<file path="src/rtl/reg_arb_pkg.sv">
// rtl/reg_arb_pkg.sv - shared types and defaults for the register write arbiter
//
// Purpose : holds the arbiter FSM state encoding and the default
//           requester count / data width used by reg_write_arbiter and rr_pick.
// Ports   : none (package).

package reg_arb_pkg;

   localparam int DEF_N_REQ = 4;
   localparam int DEF_WIDTH = 8;

   // Explicit encodings keep the state register readable in waveforms.
   typedef enum logic [1:0] {
      IDLE   = 2'd0,
      GRANT  = 2'd1,
      COMMIT = 2'd2
   } state_t;

endpackage

</file>
<file path="src/rtl/rr_pick.sv">
// rtl/rr_pick.sv - combinational round-robin winner selection
//
// Purpose : picks the first asserted request searching upward from
//           (i_ptr + 1) mod N_REQ, wrapping around, so the last winner
//           gets lowest priority on the next pick.
// Ports   : i_req    - per-requester request vector
//           i_ptr    - index of the most recent winner
//           o_onehot - one-hot winner (all zero when nothing requested)
//           o_idx    - binary index of the winner
//           o_valid  - high when at least one request is asserted

import reg_arb_pkg::*;

module rr_pick #(
   parameter int N_REQ = DEF_N_REQ,
   parameter int IDX_W = $clog2(N_REQ)
) (
   input  logic [N_REQ-1:0] i_req,
   input  logic [IDX_W-1:0] i_ptr,
   output logic [N_REQ-1:0] o_onehot,
   output logic [IDX_W-1:0] o_idx,
   output logic             o_valid
);

   logic [IDX_W-1:0] w_cand;

   // k runs 1..N_REQ so the previous winner (k == N_REQ) is checked last;
   // the first hit freezes the result through o_valid.
   always_comb begin
      o_onehot = '0;
      o_idx    = '0;
      o_valid  = 1'b0;
      w_cand   = '0;
      for (int k = 1; k <= N_REQ; k++) begin
         w_cand = IDX_W'((int'(i_ptr) + k) % N_REQ);
         if (!o_valid && i_req[w_cand]) begin
            o_valid          = 1'b1;
            o_idx            = w_cand;
            o_onehot[w_cand] = 1'b1;
         end
      end
   end

endmodule

</file>
<file path="src/rtl/reg_write_arbiter.sv">
// rtl/reg_write_arbiter.sv - round-robin arbiter for writes to one shared register
//
// Purpose : N_REQ requesters compete to write a shared WIDTH-bit register.
//           Each transaction runs IDLE -> GRANT -> COMMIT; the write lands
//           on the GRANT->COMMIT edge and is acknowledged during COMMIT.
// Ports   : clk   - clock, rising edge
//           reset - asynchronous active-high reset
//           en    - allows new grants out of IDLE
//           req   - per-requester write request
//           wdata - packed write data, requester i at [i*WIDTH +: WIDTH]
//           gnt   - registered one-hot grant, high during GRANT
//           ack   - registered one-hot write-complete pulse, high during COMMIT
//           q     - shared register contents
//           busy  - high whenever the FSM is not IDLE

import reg_arb_pkg::*;

module reg_write_arbiter #(
   parameter int N_REQ = DEF_N_REQ,
   parameter int WIDTH = DEF_WIDTH
) (
   input  logic                   clk,
   input  logic                   reset,
   input  logic                   en,
   input  logic [N_REQ-1:0]       req,
   input  logic [N_REQ*WIDTH-1:0] wdata,
   output logic [N_REQ-1:0]       gnt,
   output logic [N_REQ-1:0]       ack,
   output logic [WIDTH-1:0]       q,
   output logic                   busy
);

   localparam int IDX_W = $clog2(N_REQ);

   state_t           r_state;
   logic [IDX_W-1:0] r_ptr;
   logic [IDX_W-1:0] r_sel;
   logic [N_REQ-1:0] r_gnt;
   logic [N_REQ-1:0] r_ack;
   logic [WIDTH-1:0] r_q;

   logic [N_REQ-1:0] w_pick_onehot;
   logic [IDX_W-1:0] w_pick_idx;
   logic             w_pick_valid;
   logic [WIDTH-1:0] w_wsel;

   rr_pick #(
      .N_REQ (N_REQ),
      .IDX_W (IDX_W)
   ) u_rr_pick (
      .i_req    (req),
      .i_ptr    (r_ptr),
      .o_onehot (w_pick_onehot),
      .o_idx    (w_pick_idx),
      .o_valid  (w_pick_valid)
   );

   // Write-data mux on the latched selection, built with constant slices.
   always_comb begin
      w_wsel = '0;
      for (int i = 0; i < N_REQ; i++) begin
         if (r_sel == IDX_W'(i)) begin
            w_wsel = wdata[i*WIDTH +: WIDTH];
         end
      end
   end

   always_ff @(posedge clk or posedge reset) begin
      if (reset) begin
         r_state <= IDLE;
         r_ptr   <= IDX_W'(N_REQ - 1);
         r_sel   <= '0;
         r_gnt   <= '0;
         r_ack   <= '0;
         r_q     <= '0;
      end else begin
         case (r_state)
            IDLE: begin
               if (en && w_pick_valid) begin
                  r_sel   <= w_pick_idx;
                  r_gnt   <= w_pick_onehot;
                  r_state <= GRANT;
               end
            end
            GRANT: begin
               r_gnt <= '0;
               // A withdrawn request abandons the slot without touching
               // q or ptr, so the same requester keeps its priority.
               if (req[r_sel]) begin
                  r_q     <= w_wsel;
                  r_ack   <= r_gnt;
                  r_state <= COMMIT;
               end else begin
                  r_state <= IDLE;
               end
            end
            COMMIT: begin
               r_ack   <= '0;
               r_ptr   <= r_sel;
               r_state <= IDLE;
            end
            default: begin
               r_gnt   <= '0;
               r_ack   <= '0;
               r_state <= IDLE;
            end
         endcase
      end
   end

   assign gnt  = r_gnt;
   assign ack  = r_ack;
   assign q    = r_q;
   assign busy = (r_state != IDLE);

endmodule

</file>
<file path="config.mk">
export PLATFORM = sky130hd
export DESIGN_NAME = reg_write_arbiter
export DESIGN_NICKNAME = d
export VERILOG_FILES = /design/src/rtl/reg_arb_pkg.sv /design/src/rtl/rr_pick.sv /design/src/rtl/reg_write_arbiter.sv
export SDC_FILE = /design/constraint.sdc
export NUM_CORES = 1
export LEC_CHECK = 0
export ABC_AREA = 0
export CAP_MARGIN = 15
export CORE_MARGIN = 2
export CORE_UTILIZATION = 25
export CTS_CLUSTER_SIZE = 8
export DETAILED_ROUTE_END_ITERATION = 8
export SYNTH_ARGS = -nofsm -noshare
export SYNTH_HDL_FRONTEND = slang
export SYNTH_SLANG_ARGS = --single-unit
export TNS_END_PERCENT = 30
</file>
<file path="constraint.sdc">
create_clock -name clk -period 3 [get_ports clk]
set_input_delay 0.6 -clock clk [delete_from_list [all_inputs] [get_ports clk]]
set_output_delay 0.6 -clock clk [all_outputs]
set_load 0.01 [all_outputs]
</file>
==> flow_metrics.env <==
export IMPL_worst_pin_slew_ns=0.7884
export IMPL_dr_pass1_iters=4
export IMPL_syn_area_per_cell_um2=14.02
export IMPL_cp_data_arrival_time_ns=2.68
export IMPL_synth_area_leaders="dfrtp_1 34%, mux4_2 18%, mux2_2 9.8%"
export IMPL_io_buffers=55
export IMPL_r2r_setup_slack_ns=0.47
export IMPL_hold_path_class="reg -> reg"
export IMPL_num_vias=1138
export IMPL_postCtsSetupRepairBufs=0
export IMPL_drt_total_wl_um=3551
export IMPL_grt_max_degree=23
export IMPL_die_h_um=81.11
export IMPL_seqCellArea_um2=553.0
export IMPL_maxCapViolCount=0
export IMPL_grt_use_total_pct=12.04
export IMPL_period_share_pct=84.33
export IMPL_final_cell_mix="55 x clkdlybuf4s50_1, 20 x dfrtp_1, 13 x mux2_2"
export IMPL_start_util_pct=25.56
export IMPL_setup_viol=0
export IMPL_clk_pin_slew_ns=0.08
export IMPL_cts_num_sinks=22
export IMPL_power_density_nw_per_um2=994.4
export IMPL_yosys_warnings=0
export IMPL_syn_num_nets=153
export IMPL_yosysTopAreaCell="dfrtp_1"
export IMPL_critPathCaptureType="flop"
export IMPL_seq_area_frac_synth_pct=37.21
export IMPL_ios=56
export IMPL_slew_headroom_pct=47.38
export IMPL_cts_root_buffer="clkbuf_8"
export IMPL_fmax_mhz=395.3
export IMPL_start_kind="flop"
export IMPL_rows=28
export IMPL_tns_ns=0
export IMPL_gr_total_overflow=0
export IMPL_fin_nets=211
export IMPL_hold_start="q[5]"
export IMPL_cts_repair_resized=0
export IMPL_r2r_cells=6
export IMPL_numCtsBuffers=3
export IMPL_route_detailed_drc=0
export IMPL_gp_congestion=0.7824
export IMPL_ir_drop_mv=0.4594
export IMPL_rsz0062_at_grt="false"
export IMPL_min_delay_path_depth=1
export IMPL_multi_input_area_um2=893.4
export IMPL_required_ns=3.15
export IMPL_antenna_found_initial=0
export IMPL_nFillCells=571
export IMPL_syn_to_final_growth_pct=47.73
export IMPL_critical_path_class="reg -> reg"
export IMPL_hold_violations=0
export IMPL_dieArea_um2=6579
export IMPL_final_common_cell="clkdlybuf4s50_1"
export IMPL_reg2reg_to="r_sel[0]"
export IMPL_p_leak_nw=0.8626
export IMPL_finalMaxSlewViolations=0
export IMPL_r2r_start="r_ptr[1]"
export IMPL_hold_ws_ns=0.5092
export IMPL_antenna_left=0
export IMPL_core_area_um2=5816
export IMPL_hpwl_um=2980
export IMPL_htreeDepth=1
export IMPL_cts_tree="done"
export IMPL_fin_crit_ns=2.530
export IMPL_synth_distinct_cells=31
export IMPL_wl_per_cell_um=14.92
export IMPL_min_to="q[5]"
export IMPL_syn_inst=106
export IMPL_cts_hold_buf=0
export IMPL_cts_buffer_depth=2
export IMPL_insertion_delay_ns=0.26
export IMPL_die_w_um=81.11
export IMPL_drt_iter0_markers=49
export IMPL_via_per_inst=4.782
export IMPL_status="finished, final reports clean"
export IMPL_skew_ns=0.009792
export IMPL_synth_seq_cells=22
export IMPL_grt_pass1_wl_um=6161
export IMPL_worstPathMaxFanout=13
export IMPL_drive_gt1_share_pct=25.77
export IMPL_grt_pass1_vias=1230
export IMPL_netlist_area_um2=1486
export IMPL_synth_top_area_share_pct=33.67
export IMPL_antennaDiodeCount=0
## stage by stage
step	cells	util [%]	power [W]	setup WS [ns]	area, um^2
6_report	238	37.76	0.002184	0.4702	2196
5_1_grt	238	37.76	0.002360	0.3382	2196
4_1_cts	238	37.76	0.002206	0.4678	2196
3_5_place_dp	234	36.53	0.001933	0.3463	2125
3_3_place_gp	234	36.53	0.001892	0.4259	2125
2_1_floorplan	106	-	0.001488	0.6766	1486
## power breakdown
part	total, W	leakage [nW]	internal, W	switching [W]
Clock	0.000271	0.0357	0.000178	0.0000932
Sequential	0.000565	0.272	0.000439	0.000126
Combinational	0.00135	0.555	0.000742	0.000605
## worst max path at each step
| stage | startpoint | to | slack [ns] | cells past startpoint |
|---|---|---|---|---|
| 2_1_floorplan | r_ptr[0] | r_sel[0] | 0.68 | 7 |
| 3_3_place_gp | req[2] | r_sel[0] | 0.43 | 5 |
| 3_5_place_dp | req[1] | r_sel[0] | 0.35 | 5 |
| 4_1_cts | r_ptr[1] | r_sel[0] | 0.47 | 6 |
| 5_1_grt | r_ptr[1] | r_sel[0] | 0.34 | 6 |
| 6_report | r_ptr[1] | r_sel[0] | 0.47 | 6 |
## area by class of cell
class | count | area share, %
well taps | 75 | 4.273
clock buffers | 3 | 1.880
flip-flops and latches | 22 | 25.19
multi-input cells | 76 | 40.68
repair buffers | 58 | 26.10
clock inverters | 1 | 1.368
inverters | 3 | 0.5128
## cell usage after synthesis
cell,instances
a221oi_2,1
nor4_4,2
mux2_4,1
nand2_1,2
nor3b_1,1
a21oi_1,1
ha_1,8
mux2_2,13
clkbuf_1,1
dfstp_2,2
nor2_1,3
nor2b_1,4
nor3b_4,1
nor2_2,1
buf_1,1
mux4_2,12
o41ai_1,1
mux2i_1,2
nand2b_1,1
a22o_1,8
o22a_1,1
xnor2_1,1
buf_6,1
a221oi_1,4
buf_2,2
nor3_1,2
dfrtp_1,20
nor2b_4,1
or2_2,1
inv_1,3
o2bb2ai_1,4
## state kept, by name, summed over array words and instances, names as in the netlist
register  count
r_state       2
r_sel         2
gnt           4
q             8
ack           4
r_ptr         2
## cells by family (layout without fill, tap and decap cells)
family | count (synthesis) | count (layout) | synth area share (%)
compound gates | 20 | 20 | 11.95
xor+xnor | 1 | 1 | 0.5893
fa+ha+maj | 8 | 8 | 6.734
buf+inv | 8 | 65 | 2.693
flops | 22 | 22 | 37.21
mux | 28 | 28 | 30.39
simple gates | 19 | 19 | 10.44
## routing by layer
metal	wire (um)	GRT usage, %
met4	49	3.220
met2	1727	20.08
met3	119	2.000
met1	1655	16.17
met5	0	0
## worst max-delay path, cell delays in order (launching register included)
cell and delay [ns]:
dfstp_2 0.63, inv_1 0.16, ha_1 0.39, mux4_2 0.48
nor4_4 0.34, nor3b_4 0.12, mux2_4 0.31
(Power assumes the default switching activity.)
